--- src/rtl/regfile_bypass_sb_pkg.sv ---
// Shared definitions for the ID-stage register file with bypass and scoreboard.
package regfile_pkg;

  // Address width for a register file of nregs entries (at least one bit).
  function automatic int addr_w(input int nregs);
    return (nregs > 2) ? $clog2(nregs) : 1;
  endfunction

  localparam int NREGS_DEF = 32;
  localparam int AW_DEF    = addr_w(NREGS_DEF);

  typedef logic [AW_DEF-1:0] reg_addr_t;

  // Register 0 reads as zero, ignores writes and is never marked busy.
  localparam reg_addr_t REG_ZERO = '0;

endpackage

--- src/rtl/regfile_bypass_sb_if.sv ---
// Operand-read, write-back, issue and status bundle between the ID stage and the register file.
interface regfile_bypass_sb_if #(
  parameter int N     = 32,
  parameter int NREGS = 32,
  parameter int NR    = 2,
  parameter int CW    = 16,
  parameter int AW    = regfile_pkg::addr_w(NREGS)
);
  logic [NR-1:0]         rd_en;
  logic [NR-1:0][AW-1:0] rd_addr;
  logic [NR-1:0][N-1:0]  rd_data;
  logic [NR-1:0]         rd_ready;
  logic                  wr_en;
  logic [AW-1:0]         wr_addr;
  logic [N-1:0]          wr_data;
  logic                  issue_en;
  logic [AW-1:0]         issue_addr;
  logic                  flush;
  logic                  stall;
  logic [NREGS-1:0]      busy_vec;
  logic [CW-1:0]         stall_cnt;

  // The pipeline side requests operands, writes back and issues producers.
  modport master (
    output rd_en, rd_addr, wr_en, wr_addr, wr_data, issue_en, issue_addr, flush,
    input  rd_data, rd_ready, stall, busy_vec, stall_cnt
  );

  // The register file answers with operands and hazard status.
  modport slave (
    input  rd_en, rd_addr, wr_en, wr_addr, wr_data, issue_en, issue_addr, flush,
    output rd_data, rd_ready, stall, busy_vec, stall_cnt
  );
endinterface

--- src/rtl/regfile_bypass_sb_wb_bypass_port.sv ---
// One operand read port: zero register, same-cycle write-back bypass, or storage with busy check.
module wb_bypass_port
  import regfile_pkg::*;
#(
  parameter int N  = 32,
  parameter int AW = 5
) (
  input  logic [AW-1:0] addr,
  input  logic          wr_en,
  input  logic [AW-1:0] wr_addr,
  input  logic [N-1:0]  wr_data,
  input  logic [N-1:0]  reg_data,
  input  logic          reg_busy,
  output logic [N-1:0]  rd_data,
  output logic          rd_ready
);

  // Select the operand source; a write landing this cycle also satisfies a pending producer.
  always_comb begin
    rd_data  = reg_data;
    rd_ready = !reg_busy;
    if (addr == AW'(REG_ZERO)) begin
      rd_data  = '0;
      rd_ready = 1'b1;
    end else if (wr_en && (wr_addr == addr)) begin
      rd_data  = wr_data;
      rd_ready = 1'b1;
    end
  end

endmodule

--- src/rtl/regfile_bypass_sb.sv ---
// Register file with write-back bypass, busy-bit scoreboard and saturating stall counter.
module regfile_bypass_sb
  import regfile_pkg::*;
#(
  parameter int N     = 32,
  parameter int NREGS = 32,
  parameter int NR    = 2,
  parameter int CW    = 16
) (
  input  logic          clk,
  input  logic          rst,
  regfile_bypass_sb_if.slave bus
);

  localparam int AW = addr_w(NREGS);

  logic [N-1:0]         regs_q [NREGS];
  logic [N-1:0]         regs_d [NREGS];
  logic [NREGS-1:0]     busy_q;
  logic [NREGS-1:0]     busy_d;
  logic [CW-1:0]        stall_cnt_q;
  logic [CW-1:0]        stall_cnt_d;
  logic [NR-1:0][N-1:0] stor_data;
  logic [NR-1:0][N-1:0] rd_data_w;
  logic [NR-1:0]        rd_ready_w;
  logic                 stall_w;

  function automatic logic [CW-1:0] sat_inc(input logic [CW-1:0] v);
    return (&v) ? v : v + 1'b1;
  endfunction

  for (genvar i = 0; i < NR; i++) begin : g_port
    assign stor_data[i] = regs_q[bus.rd_addr[i]];

    wb_bypass_port #(.N(N), .AW(AW)) u_port (
      .addr     (bus.rd_addr[i]),
      .wr_en    (bus.wr_en),
      .wr_addr  (bus.wr_addr),
      .wr_data  (bus.wr_data),
      .reg_data (stor_data[i]),
      .reg_busy (busy_q[bus.rd_addr[i]]),
      .rd_data  (rd_data_w[i]),
      .rd_ready (rd_ready_w[i])
    );
  end

  // A disabled port never stalls, even if it points at a busy register.
  assign stall_w       = |(bus.rd_en & ~rd_ready_w);
  assign bus.rd_data   = rd_data_w;
  assign bus.rd_ready  = rd_ready_w;
  assign bus.stall     = stall_w;
  assign bus.busy_vec  = busy_q;
  assign bus.stall_cnt = stall_cnt_q;

  // Write-back into storage; register 0 is never written so it stays zero.
  always_comb begin
    regs_d = regs_q;
    if (bus.wr_en && (bus.wr_addr != AW'(REG_ZERO))) begin
      regs_d[bus.wr_addr] = bus.wr_data;
    end
  end

  // Scoreboard: flush wins, then a new producer, then a write-back clears the bit.
  always_comb begin
    busy_d = busy_q;
    for (int r = 1; r < NREGS; r++) begin
      if (bus.flush) begin
        busy_d[r] = 1'b0;
      end else if (bus.issue_en && (bus.issue_addr == AW'(r))) begin
        busy_d[r] = 1'b1;
      end else if (bus.wr_en && (bus.wr_addr == AW'(r))) begin
        busy_d[r] = 1'b0;
      end
    end
    busy_d[0] = 1'b0;
  end

  // Count stalled cycles, holding at the maximum instead of wrapping.
  always_comb begin
    stall_cnt_d = stall_cnt_q;
    if (stall_w) begin
      stall_cnt_d = sat_inc(stall_cnt_q);
    end
  end

  // State registers, all cleared asynchronously.
  always_ff @(posedge clk or negedge rst) begin
    if (!rst) begin
      regs_q      <= '{default: '0};
      busy_q      <= '0;
      stall_cnt_q <= '0;
    end else begin
      regs_q      <= regs_d;
      busy_q      <= busy_d;
      stall_cnt_q <= stall_cnt_d;
    end
  end

endmodule

--- src/flat_wrapper.sv ---
// flat-port wrapper written by rule: the top's interface ports become plain ports
module regfile_bypass_sb_flat import regfile_pkg::*;
#(
  parameter int N     = 32,
  parameter int NREGS = 32,
  parameter int NR    = 2,
  parameter int CW    = 16
)
  (clk, rst, bus_rd_en, bus_rd_addr, bus_wr_en, bus_wr_addr, bus_wr_data, bus_issue_en, bus_issue_addr, bus_flush, bus_rd_data, bus_rd_ready, bus_stall, bus_busy_vec, bus_stall_cnt);
  regfile_bypass_sb_if #(.N(N), .NREGS(NREGS), .NR(NR), .CW(CW)) bus_i ();
  input  logic clk;
  input  logic rst;
  input wire logic [$bits(bus_i.rd_en)-1:0] bus_rd_en;
  input wire logic [$bits(bus_i.rd_addr)-1:0] bus_rd_addr;
  input wire logic [$bits(bus_i.wr_en)-1:0] bus_wr_en;
  input wire logic [$bits(bus_i.wr_addr)-1:0] bus_wr_addr;
  input wire logic [$bits(bus_i.wr_data)-1:0] bus_wr_data;
  input wire logic [$bits(bus_i.issue_en)-1:0] bus_issue_en;
  input wire logic [$bits(bus_i.issue_addr)-1:0] bus_issue_addr;
  input wire logic [$bits(bus_i.flush)-1:0] bus_flush;
  output wire logic [$bits(bus_i.rd_data)-1:0] bus_rd_data;
  output wire logic [$bits(bus_i.rd_ready)-1:0] bus_rd_ready;
  output wire logic [$bits(bus_i.stall)-1:0] bus_stall;
  output wire logic [$bits(bus_i.busy_vec)-1:0] bus_busy_vec;
  output wire logic [$bits(bus_i.stall_cnt)-1:0] bus_stall_cnt;
  assign bus_i.rd_en = bus_rd_en;
  assign bus_i.rd_addr = bus_rd_addr;
  assign bus_i.wr_en = bus_wr_en;
  assign bus_i.wr_addr = bus_wr_addr;
  assign bus_i.wr_data = bus_wr_data;
  assign bus_i.issue_en = bus_issue_en;
  assign bus_i.issue_addr = bus_issue_addr;
  assign bus_i.flush = bus_flush;
  assign bus_rd_data = bus_i.rd_data;
  assign bus_rd_ready = bus_i.rd_ready;
  assign bus_stall = bus_i.stall;
  assign bus_busy_vec = bus_i.busy_vec;
  assign bus_stall_cnt = bus_i.stall_cnt;
  regfile_bypass_sb #(.N(N), .NREGS(NREGS), .NR(NR), .CW(CW)) u_core (.clk(clk), .rst(rst), .bus(bus_i));
endmodule
--- config.mk ---
export PLATFORM = sky130hd
export DESIGN_NAME = regfile_bypass_sb_flat
export DESIGN_NICKNAME = d
export VERILOG_FILES = /design/src/rtl/regfile_bypass_sb_pkg.sv /design/src/rtl/regfile_bypass_sb_if.sv /design/src/rtl/regfile_bypass_sb_wb_bypass_port.sv /design/src/rtl/regfile_bypass_sb.sv /design/src/flat_wrapper.sv
export SDC_FILE = /design/constraint.sdc
export NUM_CORES = 2
export LEC_CHECK = 0
export BUFFER_PORTS_ARGS = -buffer_cell sky130_fd_sc_hd__buf_2
export CORE_MARGIN = 5
export CORE_UTILIZATION = 60
export DETAILED_ROUTE_END_ITERATION = 16
export PLACE_DENSITY = 0.77
export SYNTH_ARGS = -nofsm -noshare
export SYNTH_HDL_FRONTEND = slang
export SYNTH_SLANG_ARGS = --single-unit
--- constraint.sdc ---
create_clock -name clk -period 4.5 [get_ports clk]
set_clock_uncertainty 0.1 [all_clocks]
set_input_delay 0.45 -clock clk [delete_from_list [all_inputs] [get_ports clk]]
set_output_delay 0.45 -clock clk [all_outputs]
set_load 0.02 [all_outputs]
# Word level (Yosys, flattened, before mapping)
# Cells that the tools add are included.
totals:
  out_inout_bits: 115
  ff_bits: 1071
  in_bits: 59
op_classes:
  add_sub_neg: 1
  n_lt_le_gt_ge: 6
  n_bitwise: 6
  n_mux: 114
  n_reduce_logical: 105
  eq_ne: 64
ops:
  columns: ["operator", "count"]
  rows:
  - ["$bwmux W1024", 1]
  - ["$bmux W32 S5", 2]
  - ["$mux W32", 9]
  - ["$demux W32 S5", 1]
  - ["$eq A5 B5 Y1 const B", 32]
  - ["$mux W1", 99]
  - ["$reduce_bool A3 Y1", 31]
  - ["$eq A5 B4 Y1 const B", 16]
  - ["$logic_and A1 B1 Y1", 66]
  - ["$eq A5 B3 Y1 const B", 8]
  - ["$eq A5 B2 Y1 const B", 4]
  - ["$ge A6 B6 Y1 const B", 3]
  - ["$not A5 Y6", 3]
  - ["$add A16 B1 Y16 const B", 1]
  - ["$reduce_and A16 Y1", 1]
  - ["$lt A5 B6 Y1 const B", 2]
  - ["$bmux W1 S5", 2]
  - ["$eq A5 B1 Y1 const B", 2]
  - ["$eq A5 B5 Y1", 2]
  - ["$logic_not A5 Y1", 2]
  - ["$lt A6 B1 Y1 const B", 1]
  - ["$reduce_bool A5 Y1", 1]
  - ["$and A2 B2 Y2", 1]
  - ["$logic_not A1 Y1", 2]
  - ["other kinds (4)", 4]

# Depth between registers and ports, before layout
depth:
  ltp_word: 9
  depth_mapped: 11
  depth_no_buf: 7

# Hierarchy
# From an unflattened synthesis, not the netlist that was laid out.
hier_totals:
  cells_unflattened: 4052
  hier_area_um2: 57438.8
modules_own_cells:
  columns: ["module", "n_inst", "cells_per_inst", "area_per_inst_um2"]
  rows:
  - ["regfile_bypass_sb", 1, 3796, 55937.4]
  - ["wb_bypass_port", 2, 128, 750.7]

# Worst setup path before layout
# Ideal clock, no wire load.
synth_path:
  path_type: "input -> output"
  startpoint: "input bus_rd_addr[2]"
  endpoint: "output bus_rd_data[18]"
  arrival_ns: 2.537
  required_ns: 3.950
  slack_ns: 1.413
  n_path_buf: 5
  stages: 8
  cell_sequence: "buf_4 > buf_2 > buf_2 > clkbuf_1 > clkbuf_1 > mux4_2 > mux2i_1 > a211oi_1"
synth_between:
  elab_chain_cells: 6
  elab_cells_between_ends: 9
synth_rtl:
  columns: ["item", "line", "rtl"]
  rows:
  - ["start, declared", "flat_wrapper.sv:14", "input wire logic [$bits(bus_i.rd_addr)-1:0] bus_rd_addr;"]
  - ["$not A5 Y6 (not written as such)", "regfile_bypass_sb.sv:33", "assign stor_data[i] = regs_q[bus.rd_addr[i]];"]
  - ["$bmux W32 S5", "regfile_bypass_sb.sv:33", null]
  - ["$mux W32 (not written as such) (2 in series)", "regfile_bypass_sb.sv:33", null]
  - ["$mux W32", "regfile_bypass_sb_wb_bypass_port.sv:25", "end else if (wr_en && (wr_addr == addr)) begin"]
  - ["$mux W32 (*)", "regfile_bypass_sb_wb_bypass_port.sv:22", "if (addr == AW'(REG_ZERO)) begin"]
  - ["end, declared", "flat_wrapper.sv:21", "output wire logic [$bits(bus_i.rd_data)-1:0] bus_rd_data;"]
# Mark *: on every way between the ends. The rest lies on a longest branch, timed or not. The select of a mux whose other input is x is not followed.

# Final worst setup path
layout_path:
  startpoint: "input bus_rd_addr[5]"
  endpoint: "output bus_rd_data[63]"
# Same word-level chain as after synthesis.

==> impl_results.md <==
- Layout cells sized above 1: 53.8%
- Total core area: 95,300 um2
- Initial core utilization: 60.6%
- DRT antenna net count: 0
- Setup Fix Bufs, Post-CTS: 0
- Setup TNS Final: 0 ns
- Yosys reg bits: 1,071
- Worst EP arrival: 3.35 ns
- Static Leak: 27.6 nW
- Placer Congestion: 0.849
- DIE HEIGHT: 320 um
- Critical path endpoint category: primary output
- Max-slew headroom: 27.5%
- Final hold vios: 0
- RR Startpoint: u_core.bus.busy_vec[8]$_DFFE_PN0P_
- First-pass GRT wire length: 253 mm
- Final worst setup slack: 0.596 ns
- Register area: 26,800 um2
- First-pass DRT Iterations: 6
- Area of the multi-input gates: 29,300 um2
- Worst path max stage delay: 0.82 ns
- Violation count after the first detailed-route iteration: 4,453
- Mean Syn Cell Area: 15.1 um2
- Routed via count: 37,300
- Fin Hold WS: 0.0859 ns
- Cell area after technology mapping: 57,800 um2
- Cell taking the most area after synthesis: dfrtp_1
- Vias in the first global route: 38,300
- VDD IR max: 375 uV
- CTS max path bufs: 3
- Initial antenna violation count: 9
- Crit Path Class: input port to primary output
- Slowest-stage cell, CP: nand2_1
- Net Count, Synth: 3,876
- Final Critical Period: 3.90 ns
- Top FF cell, synth: dfrtp_1
- TritonCTS Buffers: 110
- Worst-margin pin slew: 1.09 ns
- Reg clk slew, reported paths: 0.06 ns
- Crit-path cells: buf_8, xor2_1, nor4_1, nand3_4, nand2_1, o22ai_1, buf_2
- Ranking of synthesized cells by area: dfrtp_1 (46%), mux4_2 (22%), mux2_2 (19%)
- Critical-path maximum fanout: 46
- Area Growth Syn to Fin: 10.1%
- CP startpoint kind: input port
- Status: complete, no violations
- DRC errors left: 0
- CTS tree: done
- GRT Total Usage: 32.7%
- H-tree levels: 3
- Detailed-route vias per instance: 7.24
- Final count of pins violating max slew: 0
- I/O pin count: 174
- Final period utilization: 86.8%
- Dpl ws: 0.705 ns
- Fillcell total: 6,495
- Dpl hpwl: 96.3 mm
- Wirelength per Cell: 32.5 um
- Hold Crit Start: bus_issue_addr[0]
- Final setup viols: 0
- R2R setup slack: 1.85 ns
- Count of cell types in the netlist: 54
- Top delay family on crit path: simple AND/OR/NAND/NOR gates
- Fin nets: 3,848
- RSZ-0062 raised after global routing: no
- CTS root buf: clkbuf_16
- Min-Delay Path Class: input port to register
- PwrDens: 442 nW/um2
- Top cell type's share of synthesized area: 46.4%
- Worst EP required: 3.95 ns
- Gr ovfl total: 0
- CTS Sinks: 1,071
- EDFF count, synth: 0
- Largest net degree at the start of global routing: 114
- Cells after Synth: 3,816
- Die area: 103,000 um2
- CP startpoint: bus_rd_addr[5]
- Seq/Total Area, Yosys: 46.4%
- Fmax: 0.256 GHz
- Total Wirelength: 167 mm
- Worst skew pair latency: 0.69 ns
- Die width: 320 um
- Rows: 113
- Post-synth ARST share: 100%
- Maxcap violations: 0
- CP Buf/Inv Count: 2
- IO buf count: 172
- Ys Warns: 0
-- kinds of logic after synthesis --
| logic type | after synthesis | share of synthesized area (%) |
|---|---|---|
| mux | 1723 | 44.4 |
| buf+inv | 444 | 3.39 |
| simple gates | 312 | 2.52 |
| flops | 1071 | 46.4 |
| other cells | 1 | 0.00649 |
| compound gates | 239 | 2.89 |
| fa+ha+maj | 1 | 0.0216 |
| xor+xnor | 25 | 0.379 |
-- synthesized netlist by cell type (all sizes together) (2+ instances only) --
| master | count |
|---|---|
| o21ai | 17 |
| nand2b | 13 |
| nand4 | 7 |
| a31oi | 6 |
| clkbuf | 268 |
| or4 | 3 |
| mux2 | 1003 |
| a2111oi | 6 |
| xnor2 | 16 |
| a221oi | 20 |
| and3 | 15 |
| mux4 | 573 |
| dfrtp | 1071 |
| mux2i | 147 |
| nor2 | 105 |
| a311oi | 2 |
| nor4 | 4 |
| xor2 | 9 |
| o211ai | 8 |
| and2 | 2 |
| nand3 | 14 |
| or2 | 2 |
| buf | 169 |
| nor2b | 34 |
| a211oi | 87 |
| nor3b | 2 |
| a22oi | 24 |
| inv | 7 |
| nor3 | 11 |
| o22ai | 10 |
| or3 | 4 |
| o22a | 5 |
| a21oi | 50 |
| nand2 | 92 |
-- flip-flops by register name (all words and copies together) (netlist names) --
signal,cells
u_core.bus.stall_cnt,16
u_core.bus.busy_vec,31
u_core.regs_q,1024
-- cell type report --
cell class	count	share of cell area, %
Multi-Input combinational cell	2301	46.0
Sequential cell	1071	42.1
Clock buffer	166	5.16
Timing Repair Buffer	297	3.58
Tap cell	1265	2.49
Clock inverter	33	0.635
Inverter	7	0.0472
Antenna cell	3	0.0118
-- routing by layer --
metal | vias up | global-route usage, % | share of wire (%)
met2 | 2127 | 49.8 | 46
met5 | - | 0 | 0.020
met1 | 20000 | 46.9 | 39
met4 | 4 | 11.0 | 3.9
met3 | 414 | 8.44 | 11
li1 | 14700 | - | -
-- what timing repair did --
action / in CTS / in global routing
hold endpoints to repair: 64 / 0
resized for setup: 0 / 0
hold buffers: 1 / 0
-- metrics by stage --
stage | area [um2] | instances | util (%) | total power [mW]
after global routing | 63600 | 5140 | 66.8 | 29.3
after global placement | 59900 | 4940 | 62.9 | 18.6
after detailed placement | 59900 | 4940 | 62.9 | 18.8
final | 63700 | 5143 | 66.8 | 28.1
after floorplan | 57800 | 3816 | - | 17.1
after CTS | 63600 | 5140 | 66.8 | 28.2
-- layout by cell type (no fill, tap or decap), types with 8 or more instances in the layout --
cell type	count
bufinv_16	8
nand2b_1	13
nor2_4	13
o21ai_0	17
o211ai_1	8
a211oi_1	87
nor2_1	92
buf_2	162
clkinv_2	17
xnor2_1	16
nand2_1	80
xor2_1	9
dfrtp_1	1071
nor2b_1	34
o22ai_1	9
clkbuf_1	26
mux2i_1	147
and3_1	15
nor3_1	8
buf_4	95
nand3_1	11
clkbuf_16	112
buf_12	33
a22oi_1	24
clkbuf_8	28
a221oi_1	19
a21oi_1	50
mux4_2	573
mux2_2	999
-- power by group --
part	internal, mW	leakage (nW)	switching, mW
clock network	5.48	1.82	3.88
logic	3.60	12.0	2.41
registers	11.4	13.8	1.35
total	20.5	27.6	7.65
-- final timing paths --
path / to / depth (start not counted)
setup / recovery: bus_rd_data[63] / 7
min in group asynchronous: u_core.regs_q[715]$_DFFE_PN0P_ / 2
hold / removal: u_core.bus.busy_vec[14]$_DFFE_PN0P_ / 4
hold reg to reg: u_core.regs_q[1006]$_DFFE_PN0P_ / 0
max in group asynchronous: u_core.bus.stall_cnt[5]$_DFFE_PN0P_ / 3
setup reg to reg: u_core.bus.stall_cnt[1]$_DFFE_PN0P_ / 7
-- worst min-delay path, stage by stage --
cell	delay [ns]
buf_2	0.13
nor3_1	0.11
nand2_1	0.09
a21oi_1	0.06
(Power assumes the default switching activity.)
